### config.mk
export PLATFORM = sky130hd
export DESIGN_NAME = jtag_tap_controller_flat
export DESIGN_NICKNAME = d
export VERILOG_FILES = /design/src/rtl/jtag_pkg.sv /design/src/rtl/jtag_tap_controller_if.sv /design/src/rtl/jtag_tap_fsm.sv /design/src/rtl/jtag_tap_controller.sv /design/src/flat_wrapper.sv
export SDC_FILE = /design/constraint.sdc
export NUM_CORES = 1
export LEC_CHECK = 0
export ABC_CLOCK_PERIOD_IN_PS = 4000
export BUFFER_PORTS_ARGS = -buffer_cell sky130_fd_sc_hd__buf_2
export CORE_MARGIN = 4
export CORE_UTILIZATION = 45
export CTS_CLUSTER_DIAMETER = 30
export DETAILED_ROUTE_END_ITERATION = 10
export HOLD_SLACK_MARGIN = 0.1
export PLACE_DENSITY = 0.68
export SYNTH_ARGS = -nofsm -noshare
export SYNTH_HDL_FRONTEND = slang
export SYNTH_SLANG_ARGS = --single-unit
### constraint.sdc
create_clock -name iTCK -period 4 [get_ports iTCK]
set_input_delay 0.2 -clock iTCK [delete_from_list [all_inputs] [get_ports iTCK]]
set_output_delay 0.2 -clock iTCK [all_outputs]
set_load 0.02 [all_outputs]
### src/rtl/jtag_pkg.sv
// rtl/jtag_pkg.sv - shared TAP state encodings and instruction field positions
package jtag_pkg;

    localparam int IR_WIDTH = 9;

    // Instruction doubles as the memory block address
    localparam int SEL_BIT = 8;
    localparam int WR_MSB  = 7;
    localparam int WR_LSB  = 4;
    localparam int RD_MSB  = 3;
    localparam int RD_LSB  = 0;

    typedef enum logic [3:0] {
        TLR      = 4'hF,
        RTI      = 4'hC,
        SEL_DR   = 4'h7,
        CAP_DR   = 4'h6,
        SH_DR    = 4'h2,
        EX1_DR   = 4'h1,
        PAUSE_DR = 4'h3,
        EX2_DR   = 4'h0,
        UPD_DR   = 4'h5,
        SEL_IR   = 4'h4,
        CAP_IR   = 4'hE,
        SH_IR    = 4'hA,
        EX1_IR   = 4'h9,
        PAUSE_IR = 4'hB,
        EX2_IR   = 4'h8,
        UPD_IR   = 4'hD
    } tap_state_t;

endpackage

### src/rtl/jtag_tap_controller_if.sv
// rtl/jtag_tap_controller_if.sv - TAP pins and memory-DR side signals
interface jtag_tap_controller_if #(
    parameter int IR_WIDTH = jtag_pkg::IR_WIDTH
);
    logic                iTMS;
    logic                iTDI;
    logic                iDR_TDO;
    logic                oSTATE_CDR;
    logic                oSTATE_SDR;
    logic                oSTATE_UDR;
    logic                oSTATE_TLR;
    logic [3:0]          oSTATE;
    logic [IR_WIDTH-1:0] oIR;
    logic                oSEL_MEM;
    logic                oTDO;
    logic                oTDO_EN;

    modport master (
        output iTMS, iTDI, iDR_TDO,
        input  oSTATE_CDR, oSTATE_SDR, oSTATE_UDR, oSTATE_TLR, oSTATE,
        input  oIR, oSEL_MEM, oTDO, oTDO_EN
    );

    modport slave (
        input  iTMS, iTDI, iDR_TDO,
        output oSTATE_CDR, oSTATE_SDR, oSTATE_UDR, oSTATE_TLR, oSTATE,
        output oIR, oSEL_MEM, oTDO, oTDO_EN
    );
endinterface

### src/rtl/jtag_tap_fsm.sv
// rtl/jtag_tap_fsm.sv - IEEE 1149.1 16-state TAP controller with state decodes
module jtag_tap_fsm
    import jtag_pkg::*;
(
    input  logic       tck,
    input  logic       trst_n,
    input  logic       tms,
    output tap_state_t state,
    output logic       st_tlr,
    output logic       st_cdr,
    output logic       st_sdr,
    output logic       st_udr,
    output logic       st_cir,
    output logic       st_sir,
    output logic       st_uir
);
    tap_state_t state_next;

    always_ff @(posedge tck or negedge trst_n) begin
        if (!trst_n) state <= TLR;
        else         state <= state_next;
    end

    always_comb begin
        state_next = state;
        case (state)
            TLR:      state_next = tms ? TLR    : RTI;
            RTI:      state_next = tms ? SEL_DR : RTI;
            SEL_DR:   state_next = tms ? SEL_IR : CAP_DR;
            CAP_DR:   state_next = tms ? EX1_DR : SH_DR;
            SH_DR:    state_next = tms ? EX1_DR : SH_DR;
            EX1_DR:   state_next = tms ? UPD_DR : PAUSE_DR;
            PAUSE_DR: state_next = tms ? EX2_DR : PAUSE_DR;
            EX2_DR:   state_next = tms ? UPD_DR : SH_DR;
            UPD_DR:   state_next = tms ? SEL_DR : RTI;
            SEL_IR:   state_next = tms ? TLR    : CAP_IR;
            CAP_IR:   state_next = tms ? EX1_IR : SH_IR;
            SH_IR:    state_next = tms ? EX1_IR : SH_IR;
            EX1_IR:   state_next = tms ? UPD_IR : PAUSE_IR;
            PAUSE_IR: state_next = tms ? EX2_IR : PAUSE_IR;
            EX2_IR:   state_next = tms ? UPD_IR : SH_IR;
            UPD_IR:   state_next = tms ? SEL_DR : RTI;
            default:  state_next = TLR;
        endcase
    end

    // Strobes last the whole cycle; consumers act on the edge leaving the state
    always_comb begin
        st_tlr = (state == TLR);
        st_cdr = (state == CAP_DR);
        st_sdr = (state == SH_DR);
        st_udr = (state == UPD_DR);
        st_cir = (state == CAP_IR);
        st_sir = (state == SH_IR);
        st_uir = (state == UPD_IR);
    end

endmodule

### src/rtl/jtag_tap_controller.sv
// rtl/jtag_tap_controller.sv - TAP controller, instruction register, bypass and TDO mux
module jtag_tap_controller
    import jtag_pkg::*;
#(
    parameter int                                 IR_WIDTH   = jtag_pkg::IR_WIDTH,
    parameter logic [IR_WIDTH-1:0]                IR_RESET   = 9'h1FF,
    parameter logic [IR_WIDTH-1:0]                IR_CAPTURE = 9'h001
) (
    input  logic                  iTCK,
    input  logic                  iTRST_N,
    jtag_tap_controller_if.slave  bus
);
    tap_state_t          state;
    logic                st_tlr, st_cdr, st_sdr, st_udr;
    logic                st_cir, st_sir, st_uir;
    logic [IR_WIDTH-1:0] ir_sr;
    logic [IR_WIDTH-1:0] ir;
    logic                bypass;
    logic                tdo;
    logic                tdo_en;
    logic                sel_mem;

    jtag_tap_fsm u_fsm (
        .tck    (iTCK),
        .trst_n (iTRST_N),
        .tms    (bus.iTMS),
        .state  (state),
        .st_tlr (st_tlr),
        .st_cdr (st_cdr),
        .st_sdr (st_sdr),
        .st_udr (st_udr),
        .st_cir (st_cir),
        .st_sir (st_sir),
        .st_uir (st_uir)
    );

    assign sel_mem = ir[IR_WIDTH-1];

    // ir only moves in Update-IR or TLR, so the memory address is stable while shifting
    always_ff @(posedge iTCK or negedge iTRST_N) begin
        if (!iTRST_N) begin
            ir_sr  <= '0;
            ir     <= IR_RESET;
            bypass <= 1'b0;
        end else begin
            if (st_cir)
                ir_sr <= IR_CAPTURE;
            else if (st_sir)
                ir_sr <= {bus.iTDI, ir_sr[IR_WIDTH-1:1]};

            if (st_uir)
                ir <= ir_sr;
            else if (st_tlr)
                ir <= IR_RESET;

            if (st_cdr)
                bypass <= 1'b0;
            else if (st_sdr && !sel_mem)
                bypass <= bus.iTDI;
        end
    end

    // Falling-edge launch gives the receiver half a cycle of setup before its rising edge
    always_ff @(negedge iTCK or negedge iTRST_N) begin
        if (!iTRST_N) begin
            tdo    <= 1'b0;
            tdo_en <= 1'b0;
        end else begin
            tdo_en <= st_sir || st_sdr;
            if (st_sir)
                tdo <= ir_sr[0];
            else if (st_sdr)
                tdo <= sel_mem ? bus.iDR_TDO : bypass;
        end
    end

    assign bus.oSTATE_CDR = st_cdr;
    assign bus.oSTATE_SDR = st_sdr;
    assign bus.oSTATE_UDR = st_udr;
    assign bus.oSTATE_TLR = st_tlr;
    assign bus.oSTATE     = state;
    assign bus.oIR        = ir;
    assign bus.oSEL_MEM   = sel_mem;
    assign bus.oTDO       = tdo;
    assign bus.oTDO_EN    = tdo_en;

endmodule

### src/flat_wrapper.sv
// flat-port wrapper written by rule: the top's interface ports become plain ports
module jtag_tap_controller_flat import jtag_pkg::*;
#(
    parameter int                                 IR_WIDTH   = jtag_pkg::IR_WIDTH,
    parameter logic [IR_WIDTH-1:0]                IR_RESET   = 9'h1FF,
    parameter logic [IR_WIDTH-1:0]                IR_CAPTURE = 9'h001
)
  (iTCK, iTRST_N, bus_iTMS, bus_iTDI, bus_iDR_TDO, bus_oSTATE_CDR, bus_oSTATE_SDR, bus_oSTATE_UDR, bus_oSTATE_TLR, bus_oSTATE, bus_oIR, bus_oSEL_MEM, bus_oTDO, bus_oTDO_EN);
  jtag_tap_controller_if #(.IR_WIDTH(IR_WIDTH)) bus_i ();
  input  logic iTCK;
  input  logic iTRST_N;
  input wire logic [$bits(bus_i.iTMS)-1:0] bus_iTMS;
  input wire logic [$bits(bus_i.iTDI)-1:0] bus_iTDI;
  input wire logic [$bits(bus_i.iDR_TDO)-1:0] bus_iDR_TDO;
  output wire logic [$bits(bus_i.oSTATE_CDR)-1:0] bus_oSTATE_CDR;
  output wire logic [$bits(bus_i.oSTATE_SDR)-1:0] bus_oSTATE_SDR;
  output wire logic [$bits(bus_i.oSTATE_UDR)-1:0] bus_oSTATE_UDR;
  output wire logic [$bits(bus_i.oSTATE_TLR)-1:0] bus_oSTATE_TLR;
  output wire logic [$bits(bus_i.oSTATE)-1:0] bus_oSTATE;
  output wire logic [$bits(bus_i.oIR)-1:0] bus_oIR;
  output wire logic [$bits(bus_i.oSEL_MEM)-1:0] bus_oSEL_MEM;
  output wire logic [$bits(bus_i.oTDO)-1:0] bus_oTDO;
  output wire logic [$bits(bus_i.oTDO_EN)-1:0] bus_oTDO_EN;
  assign bus_i.iTMS = bus_iTMS;
  assign bus_i.iTDI = bus_iTDI;
  assign bus_i.iDR_TDO = bus_iDR_TDO;
  assign bus_oSTATE_CDR = bus_i.oSTATE_CDR;
  assign bus_oSTATE_SDR = bus_i.oSTATE_SDR;
  assign bus_oSTATE_UDR = bus_i.oSTATE_UDR;
  assign bus_oSTATE_TLR = bus_i.oSTATE_TLR;
  assign bus_oSTATE = bus_i.oSTATE;
  assign bus_oIR = bus_i.oIR;
  assign bus_oSEL_MEM = bus_i.oSEL_MEM;
  assign bus_oTDO = bus_i.oTDO;
  assign bus_oTDO_EN = bus_i.oTDO_EN;
  jtag_tap_controller #(.IR_WIDTH(IR_WIDTH), .IR_RESET(IR_RESET), .IR_CAPTURE(IR_CAPTURE)) u_core (.iTCK(iTCK), .iTRST_N(iTRST_N), .bus(bus_i));
endmodule
Word level (Yosys, flattened, before mapping)
Index checks and enable logic that the tools add are counted.

Output and inout port bits: 20. Flip-flop bits (word level): 25. Bits of input ports: 5.

Equal/unequal tests: 15. Reductions and logical operators: 11. Muxes and demuxes: 22.

Operators with widths (count): case mux 4 bit (12 select lines) (1); 2-to-1 mux 9 bit (4); equality test 4 bit (second input constant) (8); equality test 4 x 3 -> 1 bit (second input constant) (4); 2-to-1 mux 2 bit (6); 2-to-1 mux 3 bit (4); equality test 4 x 2 -> 1 bit (second input constant) (2); nonzero test 2 bit (4); 2-to-1 mux 1 bit (6); equality test 4 x 1 -> 1 bit (second input constant) (1); logical NOT 4 bit (1); 2-to-1 mux 4 bit (1); OR reduction 2 bit (2); OR reduction 3 bit (1); logical AND 1 bit (1); logical NOT 1 bit (1); logical OR 1 bit (1).

Logic depth before layout (Yosys ltp)
Gate-level depths: netlist (run 1).

Word-level depth: 4. Gate-level depth with buffers: 5.

Hierarchy
A second synthesis (run 1) with hierarchy kept.

Cells, all modules: 111. Area, all modules: 1129.8 um2.

By module, submodules not included: jtag_tap_controller (instances 1, sequential area each 536.8 um2, cells each 80, area each 869.6 um2); jtag_tap_fsm (instances 1, sequential area each 105.1 um2, cells each 31, area each 260.2 um2).

==> results, run 1 <==
- The flow ran to the end, and the final reports show no timing, DRC or antenna violations.
- The storage element area is approximately 640 um2.
- The average cell area after synthesis is between 10 and 15 um2.
- The kind of capture point of the worst setup path is a flop.
- The max-slew violation count is 0.
- Dividing the detail-routed wire length by the instance count gives 13.8 um.
- The count of unique library cells instantiated by Yosys is 32.
- The top cell family by delay on the critical path is flip-flops.
- The critical path arrival is ~1500 ps.
- The I/O pin count is 25.
- The post-route total power is 1.07 mW.
- The maximum number of pins on one net before global-route repair is 26.
- Detailed placement finished with a half-perimeter wire length of between 1000 and 1500 um.
- After detailed routing, the number of remaining DRC violations is 0.
- Across the VDD grid, the largest voltage drop is just over 0.5 mV.
- The first TritonRoute pass finished after 4 iterations.
- The launching element type of the critical path is a flop.
- Across the routed clock network, the largest skew measured is 7.55 ps.
- The total track usage is 14.0%.
- The endpoint of the most critical register-to-register path is u_core.bus.oTDO.
- The setup total negative slack is 0 ps.
- The via count of the first global-routing pass came to 754.
- Prior to clock tree synthesis, the placed netlist has a worst setup slack of slightly below 700 ps.
- The routed layout has 812 vias.
- Clock-pin slew was measured on the worst setup and hold paths at 130 ps.
- The cell count of the worst hold path is 2.
- After detailed routing, the total wire length is 2100 um.
- The area growth from synthesis to layout is 12.1%.
- The detailed router finished its first iteration with 28 violations.
- The count of yosys warnings during synthesis is 0.
- In this run the most critical hold path is launched from bus_iTMS.
- Setup violations remaining at the end of the flow were counted as 0.
- The width of the die is 58.3 um.
- Counting every net in the synthesized netlist gives 108.
- The cell count after synthesis came out at 103.
- The final weighted congestion in routability-driven placement is just over 0.7.
- The number of antenna repair diodes is 0.
- In this run the cell area of the synthesized design comes to ~1100 um2.
- The tool flagged a number of max-cap violations equal to 0.
- The actual slew at the worst max-slew pin is roughly 540 ps.
- The floorplan step defined a core boundary enclosing 2320 um2.
- The most frequent standard cell in the layout excluding fill and tap cells is sky130_fd_sc_hd__buf_2.
- In the routed layout, each cell is associated on average with a via count of ~5.3.
- The area used by multi-input combinational logic is 435 um2.
- The maximum clock path buffer count is 2.
- Setup repair after global routing left no endpoint under its margin.
- The worst register-to-register path has a setup slack of between 600 and 700 ps.
- Port buffering added 24 buffers.
- The global-route wire length before repair is 3600 um.
- The global-route congestion overflow total is 0.
- Measured along the y axis, the die boundary spans 58.3 um.
- The TritonCTS clock tree is built.
- In this run the power density over the cells is 838 nW/um2.
- The total count of hold-check failures in the final report is 0.
- The setup slack after layout is 649 ps.
- The slowest cell on the critical path is sky130_fd_sc_hd__dfstp_2.
- The top cell types in the final layout, fill and taps aside, are sky130_fd_sc_hd__buf_2 (24), sky130_fd_sc_hd__nand2_1 (14), sky130_fd_sc_hd__dfstp_2 (13).
- Counting the fill cells in the layout gives 210.
- The starting density of the core is between 40 and 50%.
- The minimum hold slack is 121 ps.
- The clock latency reported for the late side of the worst-skew pair is 310 ps.
- The highest cell delay on the worst timing path is between 600 and 700 ps.
- The number of buffers added by the clock tree synthesis step is 3.
- The deepest level of the CTS H-tree is 1.
- The net total in the final layout is 130.
- The launching point of the worst reg2reg path is u_core.u_fsm.state[1].
- Once the clock tree was built, the setup fixing pass inserted 0 buffers.
- The required time at the endpoint of the critical path is 2160 ps.
- The clock net in this run drives a total of 25 sinks.
- In this run the static leakage power is 0.571 nW.
- The critical path goes through or3b_4 -> nand2_1 -> o21ai_1.
- The sequential cell area fraction in the yosys report is 56.4%.
- The relative max-transition margin is 63.7%.
- The fraction of final layout cells with drive strength greater than 1 is 37.1%.
- The clock tree root driver cell is sky130_fd_sc_hd__clkbuf_4.
- The floorplan step defined a die boundary enclosing 3400 um2.
- The initialized floorplan defines 17 standard-cell rows.
- The critical path in this run is classified as reg2reg.
- The class of the tightest hold or removal check is in2reg.
- The count of nets left with antenna violations after detail routing is 0.
- Counting flops and latches in the post-synthesis netlist gives 25.
- The critical path contains buffers and inverters numbering 0 combined.
- The initial antenna violation count is 0.
- The number of cell instances on the worst register-to-register path is 3.
- The worst hold path endpoint is u_core.u_fsm.state[1].
- Along the worst path, the maximum fanout reaches 11.
-- Yosys cell counts --
cell	number	area [um2]
sky130_fd_sc_hd__mux2_2	1	11.3
sky130_fd_sc_hd__a22oi_1	1	7.51
sky130_fd_sc_hd__dfrtp_1	10	250
sky130_fd_sc_hd__and3_2	1	7.51
sky130_fd_sc_hd__nor2_1	5	18.8
sky130_fd_sc_hd__a21boi_0	1	7.51
sky130_fd_sc_hd__o22ai_1	1	6.26
sky130_fd_sc_hd__buf_6	1	11.3
sky130_fd_sc_hd__o21ai_0	11	55.1
sky130_fd_sc_hd__nor3b_2	1	12.5
sky130_fd_sc_hd__mux2i_1	1	10.0
sky130_fd_sc_hd__nand2_1	14	52.6
sky130_fd_sc_hd__nand3b_1	1	7.51
sky130_fd_sc_hd__inv_1	2	7.51
sky130_fd_sc_hd__o21a_1	1	7.51
sky130_fd_sc_hd__nor2b_1	2	12.5
sky130_fd_sc_hd__o21ai_1	1	5.00
sky130_fd_sc_hd__nand4b_4	1	23.8
sky130_fd_sc_hd__nor3_1	1	5.00
sky130_fd_sc_hd__buf_2	4	20.0
sky130_fd_sc_hd__nand4_1	1	6.26
sky130_fd_sc_hd__and2_1	1	6.26
sky130_fd_sc_hd__or3b_4	1	11.3
sky130_fd_sc_hd__nand3_1	1	5.00
sky130_fd_sc_hd__nand3b_2	1	11.3
sky130_fd_sc_hd__a22o_1	1	8.76
sky130_fd_sc_hd__dfstp_2	13	342
sky130_fd_sc_hd__o22a_1	9	78.8
sky130_fd_sc_hd__o211ai_1	1	7.51
sky130_fd_sc_hd__dfrtn_1	2	50.1
sky130_fd_sc_hd__buf_4	3	22.5
sky130_fd_sc_hd__nand2b_1	8	50.1
-- metal layers --
layer  up-vias  wire, um  track usage, %  share of wire (%)
met3         2       118            4.61                5.6
met1       385       973            19.2                 46
met2        25       982            21.1                 47
met4         0        23            3.97                1.1
li1        400         -               -                  -
met5         -         0               0                  0
-- power by group --
part           internal (mW)  switching [mW]
clock                 0.0389          0.0708
sequential             0.398           0.123
combinational          0.193           0.246
total                  0.630           0.440
-- area by class of cell --
class                   count  share of cell area, %
clock buffers               4                   2.06
repair buffers             25                   10.2
flip-flops and latches     25                   50.3
inverters                   2                  0.588
multi-input cells          68                   34.1
well taps                  28                   2.75
-- logic make-up after synthesis --
logic type,Yosys count,synth area share (%)
AO/OA/AOI/OAI,27,16.2
AND/OR/NAND/NOR,39,20.2
flip-flops,25,56.4
buffers and inverters,10,5.38
multiplexers,2,1.87
-- flip-flops by register name, indices dropped and copies added, names as in the netlist --
| register | flops |
|---|---|
| u_core.bypass | 1 |
| u_core.bus.oTDO_EN | 1 |
| u_core.ir_sr | 9 |
| u_core.bus.oIR | 9 |
| u_core.bus.oTDO | 1 |
| u_core.u_fsm.state | 4 |
-- worst register-to-register path, cell delays in order, from the launching register on --
cell and delay (ps):
sky130_fd_sc_hd__dfstp_2 660, sky130_fd_sc_hd__or3b_4 420, sky130_fd_sc_hd__nand2_1 70, sky130_fd_sc_hd__o21ai_1 50
-- worst max-delay path by stage --
stage / start / end / slack (ps) / depth (start not counted)
after floorplan: u_core.u_fsm.state[1] / u_core.bus.oTDO / 600 / 4
after global placement: u_core.u_fsm.state[1] / u_core.bus.oTDO / 720 / 3
after detailed placement: u_core.u_fsm.state[1] / u_core.bus.oTDO / 680 / 3
after CTS: u_core.u_fsm.state[1] / u_core.bus.oTDO / 650 / 3
after global routing: u_core.u_fsm.state[1] / u_core.bus.oTDO / 580 / 3
final: u_core.u_fsm.state[1] / u_core.bus.oTDO / 650 / 3
-- stage by stage --
| stage | area [um2] | util, % | cells |
|---|---|---|---|
| finish | 1280 | 55.0 | 152 |
| global route | 1280 | 55.0 | 152 |
| CTS | 1280 | 55.0 | 152 |
| detailed placement | 1240 | 53.5 | 147 |
| global placement | 1240 | 53.5 | 147 |
| floorplan | 1140 | - | 103 |
-- repair_timing --
action / in CTS / in global routing
endpoints found under the hold margin: 10 / 0
gates resized for setup: 0 / 0
hold buffers: 1 / 0
Note: power is estimated with default switching activity, not from simulation.
==> run 2, diff against run 1 <==
--- a/config.mk
+++ b/config.mk
@@ -5,14 +5,14 @@
 export SDC_FILE = /design/constraint.sdc
 export NUM_CORES = 1
 export LEC_CHECK = 0
-export ABC_CLOCK_PERIOD_IN_PS = 4000
+export ABC_CLOCK_PERIOD_IN_PS = 2700
 export BUFFER_PORTS_ARGS = -buffer_cell sky130_fd_sc_hd__buf_2
 export CORE_MARGIN = 4
 export CORE_UTILIZATION = 45
 export CTS_CLUSTER_DIAMETER = 30
 export DETAILED_ROUTE_END_ITERATION = 10
 export HOLD_SLACK_MARGIN = 0.1
-export PLACE_DENSITY = 0.68
+export PLACE_DENSITY = 0.71
 export SYNTH_ARGS = -nofsm -noshare
 export SYNTH_HDL_FRONTEND = slang
 export SYNTH_SLANG_ARGS = --single-unit
==> constraint.sdc (replaced) <==
create_clock -name iTCK -period 2.7 [get_ports iTCK]
set_input_delay 0.135 -clock iTCK [delete_from_list [all_inputs] [get_ports iTCK]]
set_output_delay 0.135 -clock iTCK [all_outputs]
set_load 0.02 [all_outputs]
==> run 2 against run 1 <==
Effect of this change: utilization increased by 2.2 points; first-iteration DRC count decreased by 61%; worst hold slack improved by 29 ps; design area increased by 4.0%; highest routed layer unchanged; via count increased by 3.0%; combinational power increased by 75%; worst setup slack got worse by 600 ps; clock skew about the same; sequential cell count unchanged.
==> results, run 2 (synthesis gave the netlist of run 1 again) <==
- The violation count after the first detailed-routing iteration is 11 (-61%).
- The maximum number of pins on one net before global-route repair is 21 (-19%).
- The number of gates resized after CTS was 0 (unchanged).
- The count of standard-cell rows is 17 (unchanged).
- The net total in the final layout came to 136 (+4.6%).
- The launching element type of the critical path is a flop.
- The via count normalized by instance count is 5.29 (-0.95%).
- The global-route wire length before repair is 3650 um (+1.4%).
- The peak supply drop was 0.716 mV (+39%).
- The core region area is 2320 um2 (unchanged).
- The number of cells after detailed placement came to 151 (+2.7%).
- The number of iterations in the first detailed-routing pass is 4 (unchanged).
- The initial antenna violation count is 0 (unchanged).
- The via count of the first global-routing pass is 798 (+5.8%).
- The most frequent standard cell in the layout excluding fill and tap cells is sky130_fd_sc_hd__buf_2.
- The class of the tightest hold or removal check is in2async.
- The post-DP HPWL is 1500 um (+3.9%).
- The I/O pin count is 25 (unchanged).
- Clock tree synthesis selected as its root buffer the cell sky130_fd_sc_hd__clkbuf_4.
- The final cell count without fillers is 158 (+3.9%).
- STA classifies the critical path endpoint as a flop.
- The total power divided by cell area came to 1230 nW/um2 (+46%).
- The number of antenna repair diodes is 0 (unchanged).
- The maximum clock path buffer count is 2 (unchanged).
- The worst register-to-register path ends at u_core.bus.oTDO.
- The count of nets left with antenna violations after detail routing is 0 (unchanged).
- The total wire length after detailed routing came to 2200 um (+4.9%).
- The final weighted congestion in routability-driven placement is 0.790 (+9.8%).
- The post-route clock skew is 7.86 ps (+0.310 ps).
- In the layout the commonest cells are sky130_fd_sc_hd__buf_2 (24), sky130_fd_sc_hd__nand2_1 (14), sky130_fd_sc_hd__dfstp_2 (13).
- The max capacitance violation total is 0 (unchanged).
- The total count of hold-check failures in the final report was 0 (unchanged).
- The number of buffers added by the clock tree synthesis step was 3 (unchanged).
- The setup total negative slack is 0 ps (unchanged).
- The critical path arrival came to 1470 ps (-40 ps).
- The number of buffers added on ports is 24 (unchanged).
- The final cell utilization of the core is 57.3% (+2.2 points).
- The actual slew at the worst max-slew pin is 314 ps (-230 ps).
- The global-route congestion overflow total is 0 (unchanged).
- The path type of the worst setup path is reg2reg.
- The width of the die came to 58.3 um (unchanged).
- The final-report setup violation count is 0 (unchanged).
- Setup repair after global routing left no endpoint under its margin.
- The leakage power came to 0.601 nW (+5.2%).
- The vertical extent of the die is 58.3 um (unchanged).
- The launching point of the worst reg2reg path is u_core.bus.oIR[8].
- The starting density of the core is 49.1% (unchanged).
- The die outline area is 3400 um2 (unchanged).
- The relative max-transition margin came to 78.9% (+15 points).
- The total number of vias is 836 (+3.0%).
- The reg2reg setup slack was 50 ps (-600 ps).
- The max-slew violation count is 0 (unchanged).
- The highest fanout seen on the critical path is 6 (-5).
- The count of unresolved DRC violations after routing was 0 (unchanged).
- The run finished with clean final reports.
- The number of cell instances on the worst register-to-register path is 3 (unchanged).
- The number of post-CTS setup repair buffers was 0 (unchanged).
- The clock latency reported for the late side of the worst-skew pair is 320 ps (about the same).
- The fraction of final layout cells with drive strength greater than 1 was 39.2% (+2.1 points).
- From synthesis to final layout, the design area changed by 16.6%.
- The clock-pin slew of the registers on the worst-case setup and hold paths is 140 ps (about the same).
- The number of sinks handled by clock tree synthesis is 25 (unchanged).
- The total track usage is 13.8% (-0.12 points).
- The total of hold buffers inserted after clock tree synthesis is 3 (+2).
- The TritonCTS clock tree is built.
- The deepest level of the CTS H-tree is 1 (unchanged).
- The required time at the endpoint of the critical path is 1520 ps (-640 ps).
- The wire length per cell is 13.9 um (+0.88%).
==> run 2: stage by stage <==
step | area [um2] | setup WS, ps | total power [mW] | hold slack [ps]
2_1_floorplan | 1140 | -17.1 | 1.29 | -161
3_3_place_gp | 1270 | 130 | 1.46 | -35.5
3_5_place_dp | 1270 | 85.0 | 1.48 | -32.8
4_1_cts | 1330 | 61.3 | 1.65 | 137
5_1_grt | 1330 | 45.2 | 1.75 | 147
6_report | 1330 | 52.2 | 1.63 | 150
==> run 2: worst max-delay path, cell delays in order, from the launching register on <==
cell and delay, ps:
sky130_fd_sc_hd__dfstp_2 600, sky130_fd_sc_hd__mux2_2 340, sky130_fd_sc_hd__mux2i_1 130, sky130_fd_sc_hd__o21ai_1 80
==> run 2: layout make-up <==
| class | instances | area [um2] |
|---|---|---|
| inverters | 2 | 7.51 |
| fillers | 216 | 991 |
| flip-flops and latches | 25 | 642 |
| repair buffers | 31 | 180 |
| multi-input cells | 68 | 435 |
| clock buffers | 3 | 22.5 |
| well taps | 28 | 35.0 |
| clock inverters | 1 | 5.00 |
==> run 2: power breakdown <==
| part | switching, mW | internal, mW |
|---|---|---|
| clock network | 0.114 | 0.0555 |
| registers | 0.105 | 0.585 |
| logic | 0.451 | 0.318 |
| total | 0.670 | 0.959 |
==> run 2: worst max path at each step <==
stage | startpoint | endpoint | depth (start not counted)
2_1_floorplan | u_core.u_fsm.state[1] | u_core.bus.oTDO | 4
3_3_place_gp | u_core.bus.oIR[8] | u_core.bus.oTDO | 3
3_5_place_dp | u_core.bus.oIR[8] | u_core.bus.oTDO | 3
4_1_cts | u_core.bus.oIR[8] | u_core.bus.oTDO | 3
5_1_grt | u_core.bus.oIR[8] | u_core.bus.oTDO | 3
6_report | u_core.bus.oIR[8] | u_core.bus.oTDO | 3
==> run 2: routing by layer <==
layer  up-vias  part of all wire, %  track usage (%)
met5         -                    0                0
met1       402                   45             17.5
met4         0                  1.3             3.97
met2        23                   48             22.3
li1        407                    -                -
met3         4                  6.0             4.82
==> run 3, diff against run 2 <==
--- a/config.mk
+++ b/config.mk
@@ -11,8 +11,9 @@
 export CORE_UTILIZATION = 45
 export CTS_CLUSTER_DIAMETER = 30
 export DETAILED_ROUTE_END_ITERATION = 10
+export GPL_TIMING_DRIVEN = 0
 export HOLD_SLACK_MARGIN = 0.1
-export PLACE_DENSITY = 0.71
+export PLACE_DENSITY = 0.83
 export SYNTH_ARGS = -nofsm -noshare
 export SYNTH_HDL_FRONTEND = slang
 export SYNTH_SLANG_ARGS = --single-unit
==> run 3 against run 2 <==
Effect of this change: combinational power grew 11%; sequential power shrank 2%; non-clock buffer count grew 6; global-route usage grew 1.7 points; sequential share of layout area shrank 1.5 points; final cell count grew 3.8%; worst setup slack gained 8.0 ps; critical path depth grew 1.
==> results, run 3 (synthesis gave the netlist of run 1 again) <==
- The wire length per cell is 14.3 um (+2.5%).
- The top cell types in the final layout, fill and taps aside, are sky130_fd_sc_hd__buf_2 (28), sky130_fd_sc_hd__nand2_1 (14), sky130_fd_sc_hd__dfstp_2 (13).
- The global-route congestion overflow total is 0 (unchanged).
- The max capacitance violation total came to 0 (unchanged).
- The critical path in this run is classified as reg2reg.
- The post-route clock skew is 10.2 ps (+2.34 ps).
- The area used by multi-input combinational logic is 435 um2 (unchanged).
- The actual slew at the worst max-slew pin is 532 ps (+218 ps).
- The number of antenna repair diodes was 0 (unchanged).
- The I/O pin count is 25 (unchanged).
- The clock-pin slew of the registers on the worst-case setup and hold paths is 130 ps (about the same).
- The maximum clock path buffer count is 2 (unchanged).
- Setup repair after global routing left no endpoint under its margin.
- The total power divided by cell area is 1240 nW/um2 (+1.2%).
- The number of cell instances on the worst register-to-register path is 4 (+1).
- The via count normalized by instance count is 5.27 (-0.32%).
- The final-report setup violation count was 0 (unchanged).
- The max-slew violation count is 0 (unchanged).
- Relative to the synthesized area, the layout overhead comes to 20.2%.
- The vertical extent of the die is 58.3 um (unchanged).
- The core region area was 2320 um2 (unchanged).
- The post-DP HPWL was 1680 um (+12%).
- The number of iterations in the first detailed-routing pass is 4 (unchanged).
- The leakage power is 0.625 nW (+4.0%).
- The maximum number of pins on one net before global-route repair came to 26 (+24%).
- The width of the die was 58.3 um (unchanged).
- The via count of the first global-routing pass was 894 (+12%).
- The die outline area came to 3400 um2 (unchanged).
- The count of nets left with antenna violations after detail routing is 0 (unchanged).
- The launching point of the worst reg2reg path is u_core.u_fsm.state[1].
- STA classifies the critical path endpoint as a flop.
- The total wire length after detailed routing is 2340 um (+6.4%).
- The storage element area is 642 um2 (unchanged).
- The fraction of final layout cells with drive strength greater than 1 is 41.2% (+1.9 points).
- The launching element type of the critical path is a flop.
- The critical path arrival is 1450 ps (-20 ps).
- The clock tree root driver cell is sky130_fd_sc_hd__clkbuf_4.
- The required time at the endpoint of the critical path is 1510 ps (about the same).
- The fill cell total of the finished layout was 201 (-6.9%).
- The peak supply drop came to 0.934 mV (+31%).
- The final cell count without fillers came to 164 (+3.8%).
- The violation count after the first detailed-routing iteration is 23 (+12).
- The global-route wire length before repair is 4120 um (+13%).
- The endpoint of the most critical register-to-register path is u_core.bus.oTDO.
- The count of unresolved DRC violations after routing came to 0 (unchanged).
- The flow ran to the end, and the final reports show no timing, DRC or antenna violations.
- The number of sinks handled by clock tree synthesis is 25 (unchanged).
- The number of cells after detailed placement is 155 (+2.6%).
- TritonCTS built the clock tree.
- The number of buffers added on ports was 24 (unchanged).
- The post-route total power is 1.70 mW (+4.3%).
- The net total in the final layout came to 142 (+4.4%).
- The relative max-transition margin is 64.5% (-14 points).
- The total count of hold-check failures in the final report is 0 (unchanged).
- The deepest level of the CTS H-tree came to 1 (unchanged).
- The initial antenna violation count is 0 (unchanged).
- The total number of vias came to 865 (+3.5%).
- The total track usage is 15.5% (+1.7 points).
- The number of buffers added by the clock tree synthesis step was 3 (unchanged).
- The final weighted congestion in routability-driven placement is 0.710 (-10%).
- The starting density of the core was 49.1% (unchanged).
- The clock latency reported for the late side of the worst-skew pair is 310 ps (about the same).
- Leaving out fill and tap cells, the most frequent cell in the layout is sky130_fd_sc_hd__buf_2.
- The tightest min-delay check is of the in2async type.
- The count of standard-cell rows is 17 (unchanged).
- The reg2reg setup slack is 60 ps (about the same).
- The highest fanout seen on the critical path is 4 (-2).
[run 3: changes by cell type in the layout (fill, tap and decap cells not counted), sizes merged]
| cell | before | now |
|---|---|---|
| buf | 28 | 34 |
| clkbuf | 3 | 4 |
| clkinv | 1 | 0 |
[run 3: power breakdown]
part / internal [mW] / switching (mW)
Sequential: 0.585 / 0.0928
Combinational: 0.365 / 0.491
Clock: 0.0577 / 0.108
[run 3: per-stage QoR]
| step | setup WS, ps | cell area, um2 | TNS (ps) | hold WS [ps] | util [%] |
|---|---|---|---|---|---|
| global route | 28.9 | 1370 | 0 | 369 | 59.0 |
| detailed placement | 32.5 | 1300 | 0 | 151 | 56.0 |
| floorplan | -17.1 | 1140 | -17.1 | -161 | - |
| finish | 60.2 | 1370 | 0 | 321 | 59.0 |
| global placement | 44.8 | 1300 | 0 | 136 | 56.0 |
| CTS | 52.8 | 1360 | 0 | 335 | 58.7 |
[run 3: worst max path at each step]
| stage | startpoint | to | slack, ps | depth (start not counted) |
|---|---|---|---|---|
| 6_report | u_core.u_fsm.state[1] | u_core.bus.oTDO | 60 | 4 |
| 5_1_grt | u_core.u_fsm.state[1] | u_core.bus.oTDO | 30 | 4 |
| 4_1_cts | u_core.bus.oIR[8] | u_core.bus.oTDO | 50 | 3 |
| 3_5_place_dp | u_core.u_fsm.state[1] | u_core.bus.oTDO | 30 | 4 |
| 3_3_place_gp | u_core.u_fsm.state[1] | u_core.bus.oTDO | 40 | 4 |
| 2_1_floorplan | u_core.u_fsm.state[1] | u_core.bus.oTDO | -20 | 4 |
[run 3: repair_timing]
action                                  in CTS  in global routing
pin swaps                                    0                  0
hold buffers                                 3                  0
endpoints found under the hold margin       12                  0
setup buffers                                1                  1
resized for setup                            0                  0
endpoints found under the setup margin       1                  1
[run 3: per-layer routing]
metal,up-vias,GRT usage (%),part of all wire (%)
met1,425,19.2,42
met5,-,0,0
li1,424,-,-
met3,0,3.73,5.3
met4,0,3.97,0
met2,16,27.1,53
[run 3: layout make-up]
type,count,share of cell area [%]
plain buffers,8,4.20
clock buffers,4,1.92
inverters,2,0.548
multi-input cells,68,31.8
flip-flops and latches,25,46.9
well taps,28,2.56
repair buffers,29,12.1
[run 3: worst max-delay path, cell delays in order (launching register included)]
cell                      delay [ps]
sky130_fd_sc_hd__dfstp_2         560
sky130_fd_sc_hd__buf_6            90
sky130_fd_sc_hd__or3b_4          380
sky130_fd_sc_hd__nand2_1          60
sky130_fd_sc_hd__o21ai_1          50
